[src/rtl/alu_div_if.sv]
// Request/response bundle between the control unit and the multi-cycle divider.
// The master issues operands on a start pulse. The slave returns results and flags with a done pulse.
interface alu_div_if #(
  parameter int WIDTH = 15
);
  logic             start;
  logic             s_div;
  logic [WIDTH:0]   a;
  logic [WIDTH:0]   b;
  logic             busy;
  logic             done;
  logic [WIDTH:0]   q;
  logic [WIDTH:0]   r;
  logic             zero;
  logic             overflow;
  logic             div_zero;

  modport master (
    output start, s_div, a, b,
    input  busy, done, q, r, zero, overflow, div_zero
  );

  modport slave (
    input  start, s_div, a, b,
    output busy, done, q, r, zero, overflow, div_zero
  );
endinterface

[src/rtl/alu_div.sv]
// Restoring shift/subtract divider that produces one quotient bit per clock, in signed or unsigned mode.
// Define ALU_DIV_EARLY_OUT_EN to finish at once when |a| < |b|.
module alu_div #(
  parameter int WIDTH = 15
) (
  input  logic      clk,
  input  logic      reset,
  alu_div_if.slave  bus
);
  localparam int CW = $clog2(WIDTH + 2);
  localparam logic [WIDTH:0] MIN_NEG = {1'b1, {WIDTH{1'b0}}};

  typedef enum logic [1:0] {IDLE, CALC, FIX, DONE} state_t;

  state_t          state;
  logic [CW-1:0]   cnt;
  logic [WIDTH:0]  rem;
  logic [WIDTH:0]  quo;
  logic [WIDTH:0]  dvs;
  logic            sign_q;
  logic            sign_r;

  logic [WIDTH:0]   a_mag;
  logic [WIDTH:0]   b_mag;
  logic             ovf_case;
  logic [WIDTH+1:0] shifted;
  logic [WIDTH+1:0] trial;

  // NOTE: every always_comb output gets a default first so no path leaves it unassigned (no latch).
  always_comb begin
    a_mag    = bus.a;
    b_mag    = bus.b;
    if (bus.s_div && bus.a[WIDTH]) a_mag = -bus.a;
    if (bus.s_div && bus.b[WIDTH]) b_mag = -bus.b;
    ovf_case = bus.s_div && (bus.a == MIN_NEG) && (&bus.b);
    // The extra top bit of the trial difference acts as the borrow, i.e. "difference went negative".
    shifted  = {rem, quo[WIDTH]};
    trial    = shifted - {1'b0, dvs};
  end

  // NOTE: sequential state uses non-blocking assignments only, so all registers update together on the edge.
  always_ff @(posedge clk or negedge reset) begin
    if (!reset) begin
      state        <= IDLE;
      cnt          <= '0;
      rem          <= '0;
      quo          <= '0;
      dvs          <= '0;
      sign_q       <= 1'b0;
      sign_r       <= 1'b0;
      bus.busy     <= 1'b0;
      bus.done     <= 1'b0;
      bus.q        <= '0;
      bus.r        <= '0;
      bus.zero     <= 1'b0;
      bus.overflow <= 1'b0;
      bus.div_zero <= 1'b0;
    end else begin
      case (state)
        IDLE: begin
          if (bus.start) begin
            bus.q        <= '0;
            bus.r        <= '0;
            bus.zero     <= 1'b0;
            bus.overflow <= 1'b0;
            bus.div_zero <= 1'b0;
            if (bus.b == '0) begin
              bus.q        <= '1;
              bus.r        <= bus.a;
              bus.div_zero <= 1'b1;
              state        <= DONE;
            end else if (ovf_case) begin
              bus.q        <= bus.a;
              bus.overflow <= 1'b1;
              state        <= DONE;
            end
`ifdef ALU_DIV_EARLY_OUT_EN
            else if (a_mag < b_mag) begin
              bus.r    <= bus.a;
              bus.zero <= 1'b1;
              state    <= DONE;
            end
`endif
            else begin
              rem      <= '0;
              quo      <= a_mag;
              dvs      <= b_mag;
              sign_q   <= bus.s_div & (bus.a[WIDTH] ^ bus.b[WIDTH]);
              sign_r   <= bus.s_div & bus.a[WIDTH];
              cnt      <= '0;
              bus.busy <= 1'b1;
              state    <= CALC;
            end
          end
        end
        CALC: begin
          // quo doubles as the dividend shifter: the dividend bits leave at the top and the quotient bits enter at the bottom.
          if (!trial[WIDTH+1]) begin
            rem <= trial[WIDTH:0];
            quo <= {quo[WIDTH-1:0], 1'b1};
          end else begin
            rem <= shifted[WIDTH:0];
            quo <= {quo[WIDTH-1:0], 1'b0};
          end
          cnt <= cnt + CW'(1);
          if (cnt == CW'(WIDTH)) state <= FIX;
        end
        FIX: begin
          bus.q    <= sign_q ? -quo : quo;
          bus.r    <= sign_r ? -rem : rem;
          bus.zero <= (quo == '0);
          bus.busy <= 1'b0;
          bus.done <= 1'b1;
          state    <= DONE;
        end
        DONE: begin
          // Fast paths arrive here with done low: they raise it for one cycle before leaving.
          if (!bus.done) begin
            bus.done <= 1'b1;
          end else begin
            bus.done <= 1'b0;
            state    <= IDLE;
          end
        end
        default: state <= IDLE;
      endcase
    end
  end
endmodule

[src/flat_wrapper.sv]
// flat-port wrapper written by rule: the top's interface ports become plain ports
module alu_div_flat 
#(
  parameter int WIDTH = 15
)
  (clk, reset, bus_start, bus_s_div, bus_a, bus_b, bus_busy, bus_done, bus_q, bus_r, bus_zero, bus_overflow, bus_div_zero);
  alu_div_if #(.WIDTH(WIDTH)) bus_i ();
  input  logic clk;
  input  logic reset;
  input wire logic [$bits(bus_i.start)-1:0] bus_start;
  input wire logic [$bits(bus_i.s_div)-1:0] bus_s_div;
  input wire logic [$bits(bus_i.a)-1:0] bus_a;
  input wire logic [$bits(bus_i.b)-1:0] bus_b;
  output wire logic [$bits(bus_i.busy)-1:0] bus_busy;
  output wire logic [$bits(bus_i.done)-1:0] bus_done;
  output wire logic [$bits(bus_i.q)-1:0] bus_q;
  output wire logic [$bits(bus_i.r)-1:0] bus_r;
  output wire logic [$bits(bus_i.zero)-1:0] bus_zero;
  output wire logic [$bits(bus_i.overflow)-1:0] bus_overflow;
  output wire logic [$bits(bus_i.div_zero)-1:0] bus_div_zero;
  assign bus_i.start = bus_start;
  assign bus_i.s_div = bus_s_div;
  assign bus_i.a = bus_a;
  assign bus_i.b = bus_b;
  assign bus_busy = bus_i.busy;
  assign bus_done = bus_i.done;
  assign bus_q = bus_i.q;
  assign bus_r = bus_i.r;
  assign bus_zero = bus_i.zero;
  assign bus_overflow = bus_i.overflow;
  assign bus_div_zero = bus_i.div_zero;
  alu_div #(.WIDTH(WIDTH)) u_core (.clk(clk), .reset(reset), .bus(bus_i));
endmodule
[config.mk]
export PLATFORM = sky130hd
export DESIGN_NAME = alu_div_flat
export DESIGN_NICKNAME = d
export VERILOG_FILES = /design/src/rtl/alu_div_if.sv /design/src/rtl/alu_div.sv /design/src/flat_wrapper.sv
export SDC_FILE = /design/constraint.sdc
export NUM_CORES = 1
export LEC_CHECK = 0
export ABC_AREA = 1
export BUFFER_PORTS_ARGS = -buffer_cell sky130_fd_sc_hd__buf_2
export CAP_MARGIN = 5
export CORE_UTILIZATION = 35
export DETAILED_ROUTE_END_ITERATION = 10
export GPL_TIMING_DRIVEN = 0
export SLEW_MARGIN = 20
export SYNTH_ARGS = -nofsm -noshare
export SYNTH_HDL_FRONTEND = slang
export SYNTH_SLANG_ARGS = --single-unit
[constraint.sdc]
create_clock -name clk -period 2.6 [get_ports clk]
set_input_delay 0.39 -clock clk [delete_from_list [all_inputs] [get_ports clk]]
set_output_delay 0.39 -clock clk [all_outputs]
set_load 0.02 [all_outputs]
== After elaboration in Yosys (flattened, before gate mapping) ==
Index checks and enable logic that the tools add are counted.
W data, S select, Z words.

* Equality and inequality tests: 10
* Add/sub/neg operators: 6
* Bitwise logic cells: 5
* Muxes and demuxes: 42
* Reduce and logical (&&, ||, !) cells: 17

{| class="wikitable"
|+ Operators by type and width
! operator !! count
|-
| $mux W16 || 16
|-
| $pmux W16 S2 || 4
|-
| $neg A16 Y16 || 4
|-
| $logic_not A16 Y1 || 2
|-
| $sub A17 B16 Y17 || 1
|-
| $eq A16 B16 Y1 const B || 1
|-
| $reduce_and A16 Y1 || 1
|-
| $mux W5 || 3
|-
| $reduce_and A4 Y1 || 3
|-
| $mux W2 || 5
|-
| $pmux W5 S2 || 1
|-
| $mux W1 || 9
|-
| $pmux W2 S4 || 1
|-
| $ne A2 B2 Y1 const B || 3
|-
| $pmux W1 S2 || 3
|-
| $reduce_bool A2 Y1 || 3
|-
| $add A5 B1 Y5 const B || 1
|-
| $eq A5 B4 Y1 const B || 1
|-
| $eq A2 B2 Y1 const B || 2
|-
| $logic_and A1 B1 Y1 || 4
|-
| $ne A2 B1 Y1 const B || 2
|-
| $reduce_and A2 Y1 || 2
|-
| $reduce_and A3 Y1 || 1
|-
| $and A1 B1 Y1 || 2
|-
| 4 further kinds || 5
|}

* Logic and storage cells: 94
* Input bits: 36
* Register bits: 94

== Logic depth before layout (Yosys ltp) ==
* Depth after elaboration: 7
* Depth in mapped cells: 16
* Depth with buffers taken out: 15

== Worst setup path before layout ==
No wires, ideal clock.

* Path type: register to register
* From: register u_core.quo[15]
* To: register u_core.rem[6]
* Arrival time: 2.049 ns
* Setup time: 0.117 ns
* Stages on the path, launching flop included: 17
* Path slack: 0.434 ns
* Path through: dfrtp_1 -> inv_1 -> ha_1 -> fa_1 -> inv_1 -> nand2_1 -> nand2_1 -> nand3_1 -> nand2_1 -> nand2_1 -> nand2_1 -> nand2_2 -> nand2_2 -> buf_4 -> nand2_1 -> nand3_1 -> nand2_1

* Longest elaborated chain between the ends: 3

{| class="wikitable"
|+ RTL lines
! element !! line !! text
|-
| start, declared || alu_div.sv:18 || <nowiki>logic [WIDTH:0] quo;</nowiki>
|-
| start signal, assigned || alu_div.sv:86 || <nowiki>quo <= a_mag;</nowiki>
|-
| start signal, assigned || alu_div.sv:100 || <nowiki>quo <= {quo[WIDTH-1:0], 1'b1};</nowiki>
|-
| start signal, assigned || alu_div.sv:103 || <nowiki>quo <= {quo[WIDTH-1:0], 1'b0};</nowiki>
|-
| $sub A17 B16 Y17 || alu_div.sv:38 || <nowiki>trial = shifted - {1'b0, dvs};</nowiki>
|-
| $mux W16 || alu_div.sv:98 || <nowiki>if (!trial[WIDTH+1]) begin</nowiki>
|-
| $pmux W16 S2 || alu_div.sv:59 || <nowiki>case (state)</nowiki>
|-
| end signal, assigned || alu_div.sv:99 || <nowiki>rem <= trial[WIDTH:0];</nowiki>
|-
| end signal, assigned || alu_div.sv:102 || <nowiki>rem <= shifted[WIDTH:0];</nowiki>
|-
| end, declared || alu_div.sv:17 || <nowiki>logic [WIDTH:0] rem;</nowiki>
|}

No other way between the ends.
A chain may end at the register's enable or synchronous reset.

== Worst setup path in the final report ==
* From: register u_core.state[1]
* To: register u_core.quo[14]

* Longest elaborated chain between the ends: 3

{| class="wikitable"
|+ RTL lines
! element !! line !! text
|-
| start, declared || alu_div.sv:15 || <nowiki>state_t state;</nowiki>
|-
| start signal, assigned || alu_div.sv:44 || <nowiki>state <= IDLE;</nowiki>
|-
| start signal, assigned || alu_div.sv:71 || <nowiki>state <= DONE;</nowiki>
|-
| start signal, assigned || alu_div.sv:75 || <nowiki>state <= DONE;</nowiki>
|-
| $logic_not A2 Y1 / $eq A2 B1 Y1 (equally long branches) || alu_div.sv:59 ||
|-
| $ne A2 B2 Y1 (no line) / $reduce_bool A2 Y1 (equally long branches) || - ||
|-
| $reduce_and A4 Y1 (no line) || - ||
|}

Several ways; a longest one is shown, not always the timed one.

==> results.sh <==
export IMPL_final_hold_viol_count=0
export IMPL_grt_pass1_wl_um=34900
export IMPL_ff2ff_path_depth=9
export IMPL_dr_wl_met3_um=1010
export IMPL_yosysSeqAreaShare_pct=33.9
export IMPL_netlist_top_cells_area="dfrtp_1 34%, nand2_1 17%, inv_1 7.5%"
export IMPL_min_from="bus_a[0]"
export IMPL_ys_ff_latch=94
export IMPL_syn_avg_cell_area_sq_um=6.68
export IMPL_cp_end_kind="flip-flop"
export IMPL_hold_worst_slack_ps=339
export IMPL_place_area_sq_mm=0.00766
export IMPL_core_area_sq_mm=0.0195
export IMPL_critPathKind="reg -> reg"
export IMPL_yosys_most_used_dff="dfrtp_1"
export IMPL_tightest_slew_ps=757
export IMPL_synth_most_common_cell="nand2_1"
export IMPL_post_cts_setup_buffers=0
export IMPL_h_tree_depth=3
export IMPL_syn2layout_area_growth_pct=15.1
export IMPL_top_layer="met4"
export IMPL_syn_inst=1038
export IMPL_grt_pass1_vias=6516
export IMPL_comb_power_share_pct=63.1
export IMPL_wirelength_met1_um=11100
export IMPL_finalNonFillerCells=1393
export IMPL_regToRegEndpoint="u_core.quo[14]"
export IMPL_initial_core_util_pct=35.6
export IMPL_yosysTopAreaCell="dfrtp_1"
export IMPL_grt_ovfl_total=0
export IMPL_reg2reg_slack_ps=190
export IMPL_totalWireLength_um=21900
export IMPL_num_vias=6924
export IMPL_portBuffers=72
export IMPL_synth_enable_flop_cells=0
export IMPL_place_hpwl_um=17400
export IMPL_cp_start_kind="flip-flop"
export IMPL_cts_root_buf="clkbuf_16"
export IMPL_regToRegStartpoint="u_core.state[1]"
export IMPL_wl_met2_um=9440
export IMPL_gp_congestion=0.938
export IMPL_maxCapViolCount=0
export IMPL_clock_tree_buffer_depth=2
export IMPL_worst_path_max_fanout=10
export IMPL_p_int_w=0.00500
export IMPL_cellLeakagePower_nw=4.15
export IMPL_period_share_pct=92.6
export IMPL_power_frac_seq_pct=25.1
export IMPL_fin_skew_ps=9.42
export IMPL_async_flop_share_pct=100
export IMPL_min_path_type="in -> reg"
export IMPL_yosysTopAreaCellShare_pct=33.9
export IMPL_fmax_mhz=415
export IMPL_crit_arrival_ps=2650
export IMPL_fin_crit_ps=2410
export IMPL_drcViolationCount=0
export IMPL_p_per_area_mw_per_mm2=1330
export IMPL_antennaDiodeCount=0
export IMPL_grt_max_degree=71
export IMPL_syn_num_nets=1103
export IMPL_ir_worst_vdd_uv=528
export IMPL_setup_violations=0
export IMPL_io_pins=73
export IMPL_holdPathEnd="u_core.bus.r[0]"
export IMPL_wl_per_cell_um=15.7
export IMPL_p_sw_share_pct=53.1
export IMPL_clock_latency_ps=350
export IMPL_crit_required_ps=2850
export IMPL_dr_pass1_iters=5
export IMPL_yosys_top_cells_count="311 x nand2_1, 139 x inv_1, 102 x nand3_1, 94 x dfrtp_1, 88 x nor2_1"
export IMPL_cts_tree="built"
export IMPL_fin_area_sq_mm=0.00798
export IMPL_grtUsageTotal_pct=22.6
export IMPL_dieWidth_um=143
export IMPL_ant_nets=0
export IMPL_antenna_found_initial=0
export IMPL_place_inst=1376
export IMPL_clk_pin_slew_ps=70
export IMPL_synthesis_area_sq_mm=0.00694
export IMPL_rsz0062_at_grt="false"
export IMPL_clkPwrFrac_pct=11.9
export IMPL_vias_per_cell=4.97
export IMPL_ys_types=43
export IMPL_die_h_um=143
export IMPL_relSlewSlack_pct=49.5
export IMPL_slew_violations=0
export IMPL_core_rowCount=51
export IMPL_final_layout_size_suffix_gt1_share_pct=12.1
export IMPL_synth_warning_count=0
export IMPL_switchingPower_w=0.00566
export IMPL_final_net_count=1188
export IMPL_die_area_sq_mm=0.0204
export IMPL_clock_sinks=94
export IMPL_setup_tns_ps=0
export IMPL_hold_depth=3
export IMPL_drtIter0Drc=539
export IMPL_run_status="complete, no violations"
export IMPL_cts_buffers=9
==> worst max-delay path, stage by stage, from the launching register on <==
cell      delay [ps]
dfrtp_1          380
inv_1            110
ha_1             190
clkbuf_1         270
inv_1            260
buf_2            260
clkbuf_1         420
o211ai_1         240
nand3_1          120
nand2_1           50
==> per-layer routing <==
layer | vias to the layer above | GRT usage (%)
met5 | - | 0
met4 | 0 | 5.77
met3 | 19 | 3.39
met2 | 168 | 34.1
met1 | 3229 | 33.4
li1 | 3508 | -
==> kinds of logic after synthesis <==
logic type / count (synthesis) / synth area share [%]
AND/OR/NAND/NOR: 545 / 33.6
XOR/XNOR: 28 / 3.54
buffers and inverters: 175 / 10.0
adder cells (fa/ha/maj): 29 / 5.34
AO/OA/AOI/OAI: 167 / 13.5
flip-flops: 94 / 33.9
==> worst max path at each step <==
| stage | start | to | slack [ps] |
|---|---|---|---|
| 2_1_floorplan | u_core.quo[15] | u_core.rem[6] | 430 |
| 3_3_place_gp | u_core.state[0] | u_core.bus.q[10] | -90 |
| 3_5_place_dp | u_core.state[0] | u_core.bus.q[10] | -130 |
| 4_1_cts | u_core.quo[15] | u_core.rem[3] | 20 |
| 5_1_grt | u_core.rem[10] | u_core.rem[12] | 1 |
| 6_report | u_core.state[1] | u_core.quo[14] | 190 |
==> stage by stage <==
step	utilization, %	worst slack, ps	power, W
5_1_grt	41.0	1.29	0.0117
4_1_cts	40.9	21.7	0.0106
3_3_place_gp	39.2	-89.4	0.00915
2_1_floorplan	-	434	0.00729
6_report	41.0	193	0.0107
3_5_place_dp	39.4	-130	0.00924
==> layout by cell type, fill, tap and decap left out, types with 9 or more instances in the layout <==
cell and n:
nand4_1 10, nand2_1 309, clkbuf_1 13, a31oi_1 11
o211ai_1 17, buf_2 80, ha_1 28, inv_1 137
xor2_1 22, a21oi_1 53, dfrtp_1 94, clkbuf_16 9
nor2_1 88, o21ai_0 67, nand3_1 102
==> sequential cells by signal, summed over array words and instances, names as in the netlist, 2 cells and up <==
| name | flops |
|---|---|
| u_core.dvs | 16 |
| u_core.bus.q | 16 |
| u_core.quo | 16 |
| u_core.bus.r | 16 |
| u_core.cnt | 5 |
| u_core.rem | 16 |
| u_core.state | 2 |
==> power by group through the flow <==
stage	logic [W]	registers (W)	clock network [W]
2_1_floorplan	0.00447	0.00282	0
3_3_place_gp	0.00649	0.00266	0
3_5_place_dp	0.00655	0.00269	0
4_1_cts	0.00661	0.00266	0.00129
5_1_grt	0.00759	0.00274	0.00137
6_report	0.00672	0.00267	0.00126
==> cell type report <==
class | instances | area [sq um]
fill | 2131 | 11500
multi-input combinational | 769 | 3920
sequential | 94 | 2350
inverter | 145 | 546
timing repair buffer | 74 | 404
tap | 265 | 332
clock buffer | 10 | 229
buffer | 30 | 158
clock inverter | 6 | 45.0
==> repair_timing <==
item	in CTS	in global routing
setup endpoints to repair	12	30
pin swaps	0	1
endpoints found under the hold margin	24	0
gates resized for setup	2	10
hold buffers	1	0
(Power assumes the default switching activity.)
